[src/rtl/lsu_ctrl.sv]
// lsu_ctrl: load/store unit driving a held req/ack data-memory transaction and returning extended load data or exceptions.
// Optional ISSUE-state watchdog enabled by defining LSU_TIMEOUT_EN.
module lsu_ctrl #(
  parameter int ADDR_W = 64,
  parameter int DATA_W = 64,
  parameter int TIMEOUT_CYCLES = 16
) (
  input  logic              clk,
  input  logic              rst,
  input  logic              req_valid,
  output logic              req_ready,
  input  logic              req_is_load,
  input  logic              req_is_store,
  input  logic [2:0]        req_funct3,
  input  logic [ADDR_W-1:0] req_addr,
  input  logic [DATA_W-1:0] req_wdata,
  output logic              resp_valid,
  output logic [DATA_W-1:0] resp_rdata,
  output logic              exc_en,
  output logic [3:0]        exc_code,
  output logic [ADDR_W-1:0] exc_val,
  output logic              mem_req,
  output logic              mem_we,
  output logic              mem_is_load,
  output logic [7:0]        mem_word_sel,
  output logic [ADDR_W-1:0] mem_addr,
  output logic [DATA_W-1:0] mem_wdata,
  input  logic [DATA_W-1:0] mem_rdata,
  input  logic              mem_ack,
  input  logic              mem_err
);
  typedef enum logic [1:0] {IDLE, ISSUE, RESP} state_t;
  state_t state, state_d;
  logic [2:0] f3, f3_d;
  logic ready_d, mreq_d, we_d, ld_d, rv_d, exc_d;
  logic [7:0] sel_d, sel_new;
  logic [ADDR_W-1:0] addr_d, val_d;
  logic [DATA_W-1:0] wdata_d, rdata_d, wmask, ld_ext;
  logic [3:0] code_d;
  logic is_ld, is_st, misal, timeout, fault;
  assign is_st = req_is_store;
  assign is_ld = req_is_load && !req_is_store;
  assign sel_new = req_funct3[1:0] == 2'd0 ? 8'h01 : req_funct3[1:0] == 2'd1 ? 8'h03 :
                   req_funct3[1:0] == 2'd2 ? 8'h0f : 8'hff;
  assign misal = (req_funct3[1:0] == 2'd1 && req_addr[0]) ||
                 (req_funct3[1:0] == 2'd2 && |req_addr[1:0]) ||
                 (req_funct3[1:0] == 2'd3 && |req_addr[2:0]);
  always_comb for (int i = 0; i < 8; i++) wmask[8*i +: 8] = {8{sel_new[i]}};
  // funct3[2] selects zero-extension; doubleword ignores it so 111 behaves as LD
  assign ld_ext = f3[1:0] == 2'd0 ? {{56{!f3[2] && mem_rdata[7]}}, mem_rdata[7:0]} :
                  f3[1:0] == 2'd1 ? {{48{!f3[2] && mem_rdata[15]}}, mem_rdata[15:0]} :
                  f3[1:0] == 2'd2 ? {{32{!f3[2] && mem_rdata[31]}}, mem_rdata[31:0]} : mem_rdata;
  // an ack on the timeout edge wins, so a fault is either mem_err or an unacked timeout
  assign fault = !mem_ack || mem_err;
`ifdef LSU_TIMEOUT_EN
  localparam int CW = $clog2(TIMEOUT_CYCLES + 1);
  logic [CW-1:0] cnt;
  always_ff @(posedge clk or negedge rst)
    if (!rst) cnt <= '0;
    else cnt <= state == ISSUE ? cnt + 1'b1 : '0;
  assign timeout = state == ISSUE && !mem_ack && cnt == CW'(TIMEOUT_CYCLES - 1);
`else
  assign timeout = 1'b0;
`endif
  always_comb begin
    state_d = state;
    f3_d = f3;
    ready_d = req_ready;
    mreq_d = mem_req;
    we_d = mem_we;
    ld_d = mem_is_load;
    sel_d = mem_word_sel;
    addr_d = mem_addr;
    wdata_d = mem_wdata;
    rv_d = 1'b0;
    rdata_d = resp_rdata;
    exc_d = exc_en;
    code_d = exc_code;
    val_d = exc_val;
    case (state)
      IDLE: if (req_valid) begin
        ready_d = 1'b0;
        if ((is_ld || is_st) && !misal) begin
          state_d = ISSUE;
          f3_d = req_funct3;
          mreq_d = 1'b1;
          we_d = is_st;
          ld_d = is_ld;
          sel_d = sel_new;
          addr_d = req_addr;
          wdata_d = req_wdata & wmask;
        end else begin
          state_d = RESP;
          rv_d = 1'b1;
          rdata_d = '0;
          exc_d = misal && (is_ld || is_st);
          code_d = !exc_d ? 4'd0 : is_st ? 4'd6 : 4'd4;
          val_d = exc_d ? req_addr : '0;
        end
      end
      ISSUE: if (mem_ack || timeout) begin
        state_d = RESP;
        mreq_d = 1'b0;
        we_d = 1'b0;
        ld_d = 1'b0;
        rv_d = 1'b1;
        exc_d = fault;
        code_d = !fault ? 4'd0 : mem_we ? 4'd7 : 4'd5;
        val_d = fault ? mem_addr : '0;
        rdata_d = fault || mem_we ? '0 : ld_ext;
      end
      RESP: begin
        state_d = IDLE;
        ready_d = 1'b1;
      end
      default: begin
        state_d = IDLE;
        ready_d = 1'b1;
      end
    endcase
  end
  always_ff @(posedge clk or negedge rst)
    if (!rst) begin
      state <= IDLE;
      f3 <= '0;
      req_ready <= 1'b1;
      mem_req <= 1'b0;
      mem_we <= 1'b0;
      mem_is_load <= 1'b0;
      mem_word_sel <= '0;
      mem_addr <= '0;
      mem_wdata <= '0;
      resp_valid <= 1'b0;
      resp_rdata <= '0;
      exc_en <= 1'b0;
      exc_code <= '0;
      exc_val <= '0;
    end else begin
      state <= state_d;
      f3 <= f3_d;
      req_ready <= ready_d;
      mem_req <= mreq_d;
      mem_we <= we_d;
      mem_is_load <= ld_d;
      mem_word_sel <= sel_d;
      mem_addr <= addr_d;
      mem_wdata <= wdata_d;
      resp_valid <= rv_d;
      resp_rdata <= rdata_d;
      exc_en <= exc_d;
      exc_code <= code_d;
      exc_val <= val_d;
    end
endmodule

[config.mk]
export PLATFORM = sky130hd
export DESIGN_NAME = lsu_ctrl
export DESIGN_NICKNAME = d
export VERILOG_FILES = /design/src/rtl/lsu_ctrl.sv
export SDC_FILE = /design/constraint.sdc
export NUM_CORES = 1
export LEC_CHECK = 0
export CAP_MARGIN = 20
export CORE_AREA = 3 3 182 184
export CTS_BUF_LIST = sky130_fd_sc_hd__clkbuf_8
export DETAILED_ROUTE_END_ITERATION = 8
export DIE_AREA = 0 0 185 187
export PLACE_DENSITY = 0.74
export SLEW_MARGIN = 20
export SYNTH_ARGS = -nofsm -noshare
export SYNTH_HDL_FRONTEND = slang
export SYNTH_SLANG_ARGS = --single-unit
[constraint.sdc]
create_clock -name clk -period 1.88 [get_ports clk]
set_input_delay 0.376 -clock clk [delete_from_list [all_inputs] [get_ports clk]]
set_output_delay 0.376 -clock clk [all_outputs]
set_load 0.01 [all_outputs]
* Word level (Yosys, flattened, before mapping) *
Cells that the tools add are included.

storage, ports and cells
  flip-flop bits (word level) = 279

cells by class
  equality and inequality tests = 10
  mux-type cells = 49
  bitwise logic cells = 2
  reductions and logical operators = 29

operators by type and width
  cell                  count
  $mux W64              12
  $pmux W64 S2          2
  $and A64 B64 Y64      1
  $mux W8               3
  $mux W1               14
  $mux W4               3
  $pmux W1 S2           6
  $mux W2               5
  $logic_and A1 B1 Y1   9
  $ne A2 B2 Y1 const B  4
  $pmux W4 S2           1
  $reduce_and A4 Y1     2
  $eq A2 B1 Y1 const B  3
  $eq A2 B2 Y1 const B  3
  $logic_not A2 Y1      3
  $mux W3               2
  $logic_or A1 B1 Y1    5
  $logic_not A1 Y1      4
  $pmux W2 S2           1
  $reduce_and A2 Y1     2
  $reduce_and A3 Y1     1
  $reduce_or A3 Y1      1
  $reduce_bool A2 Y1    1
  $reduce_or A2 Y1      1
  $not A1 Y1            1

* Longest topological paths before layout *
  depth after elaboration = 9
  gate-level depth with buffers = 7
  depth with buffers taken out = 5

* Least setup slack after synthesis *
OpenSTA, ideal clock, no wires.

  path type = input to register
  from = in req_is_load
  to = reg exc_code[0]
  library setup time = 0.128 ns
  data arrival time = 1.655 ns
  slack = 0.097 ns
  stages on the path = 7
  buffers on the path = 2
  cell sequence = or2_2 -> o211ai_4 -> a21boi_2 -> inv_2 -> buf_4 -> buf_6 -> mux2_1

between the ends
  cells in the longest elaborated chain, start to end = 7

RTL lines
  element                  RTL line  RTL
  start, declared          12        input logic req_is_load,
  $logic_and A1 B1 Y1 (*)  42        assign is_ld = req_is_load && !req_is_store;
  $logic_or A1 B1 Y1 (*)   83, 96
  $logic_and A1 B1 Y1      96        exc_d = misal && (is_ld || is_st);
  $mux W3                  97        code_d = !exc_d ? 4'd0 : is_st ? 4'd6 : 4'd4;
  $mux W4                  83        if ((is_ld || is_st) && !misal) begin
  $mux W4                  81        IDLE: if (req_valid) begin
  $pmux W4 S2              80        case (state)
  end signal, assigned     151       exc_code <= code_d;
  end, declared            20        output logic [3:0] exc_code,

Mark *: on every way between the ends. The rest lies on a longest branch, timed or not. The select of a mux whose other input is x is not followed.
A chain may end at the register's enable or synchronous reset.

* Final worst setup path *
  from = reg mem_wdata[38]
  to = out mem_wdata[38]

RTL lines
  element                 RTL line  RTL
  start, declared         27        output logic [DATA_W-1:0] mem_wdata,
  start signal, assigned  147       mem_wdata <= wdata_d;

No word-level cell between the ends.

==> out/metrics.yaml <==
status: "completed"
yosysWarnings: 0
clockBufferDepth: 3
path_delay_family: "buffers and inverters"
diodes: 0
portBuffers: 474
track_usage_pct: 21.58
fp.dieH_um: 187
peakVddDrop_uv: 860.5
maxSlewViolCount: 0
dp_cells: 1709
finalSetupViolations: 0
crit_chain: "clkdlybuf4s50_1"
timing.final.crit_share_pct: 97.06
place_hpwl_mm: 27.50
hp-class: "in -> async"
initial_core_util_pct: 35.50
fmax_ghz: 0.5480
num_rows: 65
fin_nets: 1563
leakagePower_nw: 9.006
worstSetupEndpointType: "primary output"
ys_seq_elements: 273
die_w_um: 185
finalHoldViolCount: 0
yosysSeqAreaShare_pct: 60.99
syn_inst: 838
power_switching_mw: 6.835
grt_max_degree: 54
sw_frac_of_total_pct: 31.58
report.power.total_mw: 21.65
via_per_inst: 5.182
power_density_mw_per_mm2: 1205
syn_nets: 1040
clkTransAtPathRegs_ns: 0.06
grt_antenna_before_repair: 1
finalCriticalPeriod_ns: 1.825
p_int_mw: 14.81
core_area_mm2: 0.03156
htreeDepth: 2
cp_slowest_stage_delay_ns: 0.56
crit_buf_inv: 1
p_seq_share_pct: 39.6
cts-buffers-inserted: 47
cts_tree: "built"
first_pass_iters: 4
routedWlPerCell_um: 21.41
worstPathArrival_ns: 1.45
wl_mm: 38.49
skew_ns: 0.01702
ios: 476
stdcell_count: 1798
crit_slowest_cell: "clkdlybuf4s50_1"
clk_latency_ns: 0.54
finalWeightedCongestion: 0.7825
cts_sinks: 273
antenna_left: 0
die-area_mm2: 0.03460
grt_overflow: 0
required_ns: 1.50
critPathLaunchType: "register"
grt_pass1_vias: 10024
drcViolationCount: 0
vias: 9318
avgSynthCellArea_um2: 13.37
netlist_area_mm2: 0.01120
synth_cell_types: 38
cts-root-buf: "clkbuf_8"
crit_type: "reg -> out"
area_delta_synth_final_pct: 60.33
pwr-share-comb_pct: 34.5
cap_violations: 0
cp_max_fo: 2
clkPwrFrac_pct: 25.9
grt_first_pass_wirelength_mm: 59.44
drtIter0Drc: 456
layout-drive-gt1-share_pct: 20.49
[cell families (layout without fill, tap and decap cells)]
kind of cell | Yosys count | after routing | synth area share, %
simple gates | 112 | 112 | 4.646
compound gates | 229 | 229 | 16.66
buf+inv | 80 | 638 | 3.306
mux | 143 | 143 | 14.36
flops | 273 | 273 | 60.99
other cells | 1 | 1 | 0.03347
[synth_stat cells]
cell	number	area share, %
buf_2	23	1.0
clkbuf_1	39	1.3
a21oi_1	4	0.18
buf_1	3	0.10
dfrtp_1	272	61
o21a_1	2	0.13
inv_2	2	0.067
a22o_1	42	3.3
mux2_2	118	12
or2_2	2	0.11
a32o_1	63	5.6
dfstp_2	1	0.23
nor3_2	1	0.089
o2bb2ai_1	56	4.4
mux2i_1	1	0.089
nor2_4	1	0.10
conb_1	1	0.033
nor3_1	2	0.089
nand3_1	2	0.089
nand2b_1	4	0.22
buf_4	7	0.47
a21oi_2	1	0.078
nor2_1	45	1.5
or3b_2	1	0.078
nand2_1	33	1.1
o21ai_1	5	0.22
o21ai_0	52	2.3
o211ai_4	1	0.19
nor2b_1	18	1.0
mux2_1	24	2.4
nand4b_1	1	0.078
inv_1	4	0.13
nor3b_2	1	0.11
a21o_1	1	0.067
o21ai_2	1	0.078
and2_0	1	0.056
a21boi_2	1	0.10
buf_6	2	0.20
[metal layers]
layer	global-route usage [%]	share of wire (%)
met4	6.609	2.6
met1	25.37	37
met3	8.090	11
met2	36.61	50
met5	0	0.034
[power groups by stage]
stage / Combinational, mW / Sequential (mW) / Clock [mW]
floorplan: 2.39 / 9.27 / 0
global placement: 8.09 / 8.62 / 0
detailed placement: 8.19 / 8.70 / 0
CTS: 7.67 / 8.59 / 5.79
global route: 8.01 / 8.79 / 6.08
finish: 7.47 / 8.57 / 5.61
[final cells by class]
cell class,instances,area [um^2]
clock buffers,61,839.6
clock inverters,23,153.9
fillers,2607,13590
inverters,6,25.02
multi-input cells,485,4050
flip-flops and latches,273,6834
well taps,402,503.0
repair buffers,548,5557
[final timing paths]
path / startpoint / to / slack [ns] / cells past startpoint
min in group clk: req_wdata[8] / mem_wdata[8] / 0.38 / 3
max reg2reg: state[1] / mem_wdata[4] / 0.12 / 6
max: mem_wdata[38] / mem_wdata[38] / 0.06 / 1
max in group asynchronous: rst / resp_rdata[4] / 0.89 / 3
min: rst / mem_addr[48] / 0.32 / 2
min reg2reg: mem_word_sel[0] / mem_word_sel[0] / 0.47 / 1
[per-stage QoR]
step                      utilization, %  worst slack (ns)  cell area, um^2  hold WS (ns)    TNS (ns)
after floorplan                        -           0.09690            11200       0.08041           0
after global placement             53.59           -0.4831            16910        0.3152      -92.23
after detailed placement           53.59           -0.4981            16910        0.3108      -99.74
after CTS                          56.41         0.0001809            17800        0.2998           0
after global routing               56.92        -0.0007079            17960        0.3058  -0.0007079
final                              56.92           0.05533            17960        0.3183           0
[state kept, by name, indices dropped and copies added, names as in the netlist]
signal	cells
exc_val	64
mem_addr	64
mem_wdata	64
resp_rdata	64
mem_word_sel	4
exc_code	3
f3	3
state	2
mem_is_load	1
mem_req	1
mem_we	1
req_ready	1
resp_valid	1
[cells in the final DEF, fill, tap and decap left out, types with 19 or more instances in the layout]
cell type,instances
o2bb2ai_1,56
dlymetal6s2s_1,64
a32o_1,63
dfrtp_1,271
mux2_2,118
nand2_1,33
clkdlybuf4s50_1,289
buf_12,19
buf_4,54
mux2_1,24
o21ai_0,52
nor2_1,44
dlygate4sd2_1,119
a22o_1,42
clkbuf_8,61
[timing repair]
action                                  CTS  global route
hold buffers                              1             0
setup buffers                             4             0
endpoints found under the setup margin  137           123
gates cloned                              0             0
endpoints found under the hold margin    33             0
resized for setup                       123            65
Note: power is estimated with default switching activity, not from simulation.
